### config.mk
export PLATFORM = sky130hd
export DESIGN_NAME = branch_predictor
export DESIGN_NICKNAME = d
export VERILOG_FILES = /design/src/rtl/branch_predictor_pkg.sv /design/src/rtl/branch_predictor_sat_counter2.sv /design/src/rtl/branch_predictor.sv
export SDC_FILE = /design/constraint.sdc
export NUM_CORES = 1
export LEC_CHECK = 0
export ABC_AREA = 0
export ABC_CLOCK_PERIOD_IN_PS = 3000
export BUFFER_PORTS_ARGS = -buffer_cell sky130_fd_sc_hd__buf_2
export CORE_ASPECT_RATIO = 0.75
export CORE_UTILIZATION = 25
export DETAILED_ROUTE_END_ITERATION = 7
export GPL_ROUTABILITY_DRIVEN = 1
export SETUP_SLACK_MARGIN = 0.4
export SYNTH_ARGS = -nofsm -noshare
export SYNTH_HDL_FRONTEND = slang
export SYNTH_SLANG_ARGS = --single-unit
export TNS_END_PERCENT = 1
### constraint.sdc
create_clock -name clk -period 3 [get_ports clk]
set_input_delay 0.45 -clock clk [delete_from_list [all_inputs] [get_ports clk]]
set_output_delay 0.45 -clock clk [all_outputs]
set_load 0.1 [all_outputs]
### src/rtl/branch_predictor_pkg.sv
// Shared CPU-wide definitions for the branch-direction predictor:
// 2-bit saturating counter encodings and the counter reset value.
package branch_predictor_pkg;

    localparam logic [1:0] SNT = 2'b00;
    localparam logic [1:0] WNT = 2'b01;
    localparam logic [1:0] WT  = 2'b10;
    localparam logic [1:0] ST  = 2'b11;

    localparam logic [1:0] CTR_RESET = WNT;

    // The counter MSB alone carries the predicted direction.
    function automatic logic ctr_predicts_taken(input logic [1:0] ctr);
        return ctr[1];
    endfunction

endpackage

### src/rtl/branch_predictor_sat_counter2.sv
// Combinational next-state function of one 2-bit saturating direction counter.
module sat_counter2
    import branch_predictor_pkg::*;
(
    input  logic [1:0] cur_i,
    input  logic       taken_i,
    output logic [1:0] next_o
);

    // Step toward ST on taken, toward SNT on not-taken, holding at the ends.
    always_comb begin
        next_o = cur_i;
        case (cur_i)
            SNT: begin
                if (taken_i) next_o = WNT;
                else         next_o = SNT;
            end
            WNT: begin
                if (taken_i) next_o = WT;
                else         next_o = SNT;
            end
            WT: begin
                if (taken_i) next_o = ST;
                else         next_o = WNT;
            end
            ST: begin
                if (taken_i) next_o = ST;
                else         next_o = WT;
            end
            default: next_o = CTR_RESET;
        endcase
    end

endmodule

### src/rtl/branch_predictor.sv
// Bimodal / gshare branch-direction predictor with 2-bit counters,
// training at resolve, mispredict flagging and performance counters.
module branch_predictor
    import branch_predictor_pkg::*;
#(
    parameter int PC_WIDTH  = 64,
    parameter int ENTRIES   = 64,
    parameter int GHR_BITS  = 0,
    parameter int CNT_WIDTH = 32
) (
    input  logic                         clk,
    input  logic                         rstn,
    input  logic [PC_WIDTH-1:0]          if_pc,
    output logic                         pred_taken,
    output logic [$clog2(ENTRIES)-1:0]   pred_idx,
    input  logic                         upd_valid,
    input  logic                         upd_branch,
    input  logic                         upd_taken,
    input  logic                         upd_pred,
    input  logic [$clog2(ENTRIES)-1:0]   upd_idx,
    output logic                         mispredict,
    output logic [CNT_WIDTH-1:0]         branch_cnt,
    output logic [CNT_WIDTH-1:0]         mispred_cnt
);

    localparam int IDX_W = $clog2(ENTRIES);

    logic [1:0]           bht_q [ENTRIES];
    logic [IDX_W-1:0]     pc_idx_s;
    logic [IDX_W-1:0]     lookup_idx_s;
    logic                 upd_fire_s;
    logic                 upd_miss_s;
    logic [1:0]           ctr_cur_s;
    logic [1:0]           ctr_next_s;
    logic [CNT_WIDTH-1:0] branch_cnt_q;
    logic [CNT_WIDTH-1:0] branch_cnt_d;
    logic [CNT_WIDTH-1:0] mispred_cnt_q;
    logic [CNT_WIDTH-1:0] mispred_cnt_d;
    logic                 unused_pc_s;

    assign pc_idx_s    = if_pc[IDX_W+1:2];
    assign unused_pc_s = ^{if_pc[PC_WIDTH-1:IDX_W+2], if_pc[1:0]};

    assign upd_fire_s  = upd_valid & upd_branch;
    assign upd_miss_s  = upd_fire_s & (upd_pred != upd_taken);

    generate
        if (GHR_BITS == 0) begin : g_bimodal
            assign lookup_idx_s = pc_idx_s;
        end else begin : g_gshare
            logic [GHR_BITS-1:0] ghr_q;
            logic [GHR_BITS-1:0] ghr_d;
            logic [GHR_BITS-1:0] ghr_shift_s;

            if (GHR_BITS == 1) begin : g_ghr1
                assign ghr_shift_s = upd_taken;
            end else begin : g_ghrn
                assign ghr_shift_s = {ghr_q[GHR_BITS-2:0], upd_taken};
            end

            // Lookup uses the pre-update history; new history lands next cycle.
            assign lookup_idx_s = pc_idx_s ^ IDX_W'(ghr_q);

            // History shifts in each resolved conditional-branch outcome.
            always_comb begin
                ghr_d = ghr_q;
                if (upd_fire_s) begin
                    ghr_d = ghr_shift_s;
                end else begin
                    ghr_d = ghr_q;
                end
            end

            // History register with synchronous active-low reset.
            always_ff @(posedge clk) begin
                if (!rstn) begin
                    ghr_q <= {GHR_BITS{1'b0}};
                end else begin
                    ghr_q <= ghr_d;
                end
            end
        end
    endgenerate

    assign ctr_cur_s = bht_q[upd_idx];

    sat_counter2 u_sat_counter2 (
        .cur_i   (ctr_cur_s),
        .taken_i (upd_taken),
        .next_o  (ctr_next_s)
    );

    // Counter table: register array, all entries reset to weak-not-taken.
    always_ff @(posedge clk) begin
        if (!rstn) begin
            for (int i = 0; i < ENTRIES; i++) begin
                bht_q[i] <= CTR_RESET;
            end
        end else if (upd_fire_s) begin
            bht_q[upd_idx] <= ctr_next_s;
        end
    end

    // Performance counters wrap freely modulo 2^CNT_WIDTH.
    always_comb begin
        branch_cnt_d  = branch_cnt_q;
        mispred_cnt_d = mispred_cnt_q;
        if (upd_fire_s) begin
            branch_cnt_d = branch_cnt_q + CNT_WIDTH'(1);
            if (upd_miss_s) begin
                mispred_cnt_d = mispred_cnt_q + CNT_WIDTH'(1);
            end else begin
                mispred_cnt_d = mispred_cnt_q;
            end
        end else begin
            branch_cnt_d  = branch_cnt_q;
            mispred_cnt_d = mispred_cnt_q;
        end
    end

    // Counter registers with synchronous active-low reset.
    always_ff @(posedge clk) begin
        if (!rstn) begin
            branch_cnt_q  <= {CNT_WIDTH{1'b0}};
            mispred_cnt_q <= {CNT_WIDTH{1'b0}};
        end else begin
            branch_cnt_q  <= branch_cnt_d;
            mispred_cnt_q <= mispred_cnt_d;
        end
    end

    assign pred_idx    = lookup_idx_s;
    assign pred_taken  = ctr_predicts_taken(bht_q[lookup_idx_s]);
    assign mispredict  = upd_miss_s;
    assign branch_cnt  = branch_cnt_q;
    assign mispred_cnt = mispred_cnt_q;

endmodule
# After elaboration in Yosys (flattened, before gate mapping)
# Memories as Yosys holds them, arrays and structs flattened.
# Index checks and enable logic that the tools add are counted.
# W data, S select, Z words.
# op_classes
div	0
n_shift	0
mul	0
n_lt_le_gt_ge	0
addsub	2
reduce_logical	3
eq_ne	4
bitwise_logic	2
n_mux	12
# ops
op	n
$add A32 B1 Y32 const B	2
$pmux W2 S4	1
$mux W1	7
$mux W2	3
$mux W6	1
$eq A2 B2 Y1 const B	2
$and A1 B1 Y1	2
$eq A2 B1 Y1 const B	1
$logic_not A2 Y1	1
$reduce_and A2 Y1	1
$reduce_or A2 Y1	1
$ne A1 B1 Y1	1
# word_totals
mem_bits_ro	0
wordCells	26
inputBits	76
output_inout_bits	72
latchBits	0
ff_bits	64
mem_bits_rw	128
mem_count	1
# mem_list
name	depth	word_bits	read_ports	rd_ports_with_merged_regs	wr	line_no	source
bht_q	64	2	2	0	64	branch_predictor.sv:28	logic [1:0] bht_q [ENTRIES];

# Longest topological paths before layout
# depth
ltp_word	6
depth_mapped	13
ltp_nobuf	8

# Hierarchy
# Synthesis repeated with hierarchy kept, for this count alone.
# hier_totals
hier_cells	957
hier_area_um2	9898.2
# modules_own_cells
mod	instances	seq_area_each_um2	area_per_inst_um2	cells_per_inst
branch_predictor	1	5124.9	9872.0	954
sat_counter2	1	0.0	26.3	3

# Worst setup path after synthesis
# OpenSTA, ideal clock, no wires.
# synth_path
path_kind	input port to output port
from	input port if_pc[2]
to	output port pred_taken
t_required_ns	2.550
arrival_time_ns	3.460
slack_ns	-0.910
path_buffers	2
path_stages	6
cell_sequence	clkbuf_1 -> buf_1 -> mux4_2 -> mux4_2 -> mux2i_1 -> a21oi_1
# synth_between
elab_chain_cells	1
# synth_lines
element	line_no	source
start, declared	branch_predictor.sv:13	input logic [PC_WIDTH-1:0] if_pc,
$mem_v2 Z64 W2	n/a	
end, declared	branch_predictor.sv:14	output logic pred_taken,
# Every way passes these cells.

==> reports/metrics.csv <==
metric;value;unit
critPathCaptureType;output pin;
dpl_worst_slack;-0.03473;ns
die_w;232.7;um
port_buffers;89;
worstMarginPinSlew;0.8996;ns
grt_overflow;0;
cts_tree;done;
instances_no_fill;1548;
fin_crit_sh;0.9617;
clkTransAtPathRegs;0.07;ns
place_inst;1515;
cp-start-kind;flop;
final.setup.worst_slack;0.1149;ns
status;finished clean;
syn_avg_cell_area;10.84;um^2
htreeDepth;4;
worstPathCellList;mux4_2, mux4_2, a211oi_4, a21oi_4, buf_12;
place_congestion;0.8638;
yosys.area_share.simple;0.2106;
drc;0;
critical_path.slowest_cell;mux4_2;
grt_max_degree;101;
antenna_found_initial;2;
synth_fa_ha_area_frac;0.004638;
dpl.hpwl;20.73;mm
hold_viol;0;
yosysUniqueCellTypes;60;
crit_fanout;2;
root_buffer;clkbuf_16;
cts_made_buffers;17;
cts_sinks;192;
period_needed;2.885;ns
start_util;0.2573;
insertion_delay;0.43;ns
io_pins;148;
async_flop_share;0;
hold_path.class;in -> reg;
cp.arrival;2.44;ns
ys_ff_latch;192;
synth_nets;999;
fin_skew;0.01382;ns
drt-total-wl;29.34;mm
cp_common_cell;mux4_2;
mostFrequentLayoutCell;edfxtp_1;
rsz0062_at_grt;yes;
finalSetupTns;0;ns
syn_area;9981;um^2
peakVddDrop;0.3559;mV
synth-edff-count;128;
critical_path_class;reg -> out;
grt_pass1_vias;7432;
hold_buffers;0;
grt_usage;0.1467;
report.final.slew_viol_count;0;
die_h;175.0;um
synth_compound_area_frac;0.06732;
area_growth_syn_to_layout;20.15;%
synth_top_family_by_area;simple AND/OR/NAND/NOR gates;
synth_mux_area_frac;0.1004;
nNetsFinal;1100;
slew_headroom;0.4003;
grt_first_pass_wirelength;45.30;mm
wire_per_inst;18.95;um
synth_seq_area_share;0.5135;
synth_flop_cell;edfxtp_1;
cts_setup_buffers;0;
place_area;11390;um^2
synth-xor-area-share;0.05441;
ctsLongestPathBuffers;2;
ant_nets;0;
drive_gt1_frac;0.2589;
pwr_density_cell;488.4;nW/um^2
first_pass_iters;6;
max_stage_delay;0.55;ns
synth_cells;921;
dieArea;40740;um^2
p_leak;4.188;nW
final_cell_mix;edfxtp_1, buf_2, nand3_1;
cp.required;2.55;ns
setup_viol_count_final;0;
rows;62;
core_area;38790;um^2
num_vias;7698;
first_iter_violations;729;
vias_per_cell;4.973;
fmaxAchievable;346.6;MHz
post-route-cell-area;11990;um^2
maxCapViolCount;0;
ys_warn_count;0;
## worst max-delay path: cells and delay by family (launching register included)
kind | cells | cell delay [ns]
flops | 1 | 0.41
mux | 2 | 1.10
compound gates | 2 | 0.32
buf+inv | 1 | 0.17
## cells by family (layout without fill, tap and decap cells)
| group | after synthesis | in the layout |
|---|---|---|
| buf+inv | 98 | 212 |
| xor+xnor | 62 | 62 |
| simple gates | 393 | 393 |
| other cells | 0 | 1 |
| compound gates | 110 | 110 |
| fa+ha+maj | 4 | 4 |
| mux | 62 | 62 |
| flops | 192 | 192 |
## cells in the mapped netlist (all sizes together), types with 21 or more instances
cell	n	area [um^2]
and2	61	381.6
buf	44	287.8
clkbuf	45	168.9
dfxtp	64	1281
edfxtp	128	3844
mux2i	21	210.2
mux4	29	653.1
nand2	64	240.2
nand3	75	375.4
nand4	29	181.4
nor2	33	126.4
nor3	66	330.3
o21ai	66	330.3
xnor2	45	394.1
## area by class of cell
type / count / area, um^2
clock buffers: 19 / 454.2
clock inverters: 13 / 111.4
diodes: 1 / 2.502
flip-flops and latches: 192 / 5146
inverters: 9 / 33.78
well taps: 512 / 640.6
fillers: 3962 / 26800
repair buffers: 171 / 1201
multi-input cells: 631 / 4402
## per-stage QoR
| stage | util | power (W) | hold WS, ns |
|---|---|---|---|
| after floorplan | - | 0.003418 | 0.6462 |
| after global placement | 0.2936 | 0.003658 | 0.5100 |
| after detailed placement | 0.2936 | 0.003662 | 0.5083 |
| after CTS | 0.3086 | 0.005889 | 0.4419 |
| after global routing | 0.3092 | 0.006054 | 0.4889 |
| final | 0.3092 | 0.005857 | 0.4606 |
## worst paths after layout
| path | from | to | slack (ns) | cells after the start |
|---|---|---|---|---|
| setup / recovery | bht_q[19][1]$_SDFFCE_PN0P_ | pred_taken | 0.11 | 5 |
| hold / removal | upd_pred | mispred_cnt[1]$_SDFFE_PN0P_ | 0.46 | 4 |
| setup reg to reg | bht_q[45][1]$_SDFFCE_PN0P_ | bht_q[63][0]$_SDFFCE_PN1P_ | 0.33 | 9 |
| hold reg to reg | mispred_cnt[1]$_SDFFE_PN0P_ | mispred_cnt[1]$_SDFFE_PN0P_ | 0.52 | 2 |
## power by group
| part | internal [W] | switching [W] |
|---|---|---|
| sequential | 0.00285 | 0.0000265 |
| combinational | 0.000263 | 0.000478 |
| clock | 0.00117 | 0.00106 |
## registers in the layout, summed over array words and instances (netlist names)
signal	count
mispred_cnt	32
bht_q	128
branch_cnt	32
## per-layer routing
layer | routed length, um | up-vias | track usage
met3 | 2498 | 29 | 0.04194
met1 | 13350 | 3790 | 0.2088
met4 | 407 | 0 | 0.03976
met2 | 13080 | 281 | 0.2153
met5 | 0 | - | 0
li1 | - | 3598 | -
## repair_timing
item	in CTS	in global routing
pin swaps	1	1
setup endpoints to repair	44	122
resized for setup	4	4
No activity file was read; power rests on OpenSTA's default activity.
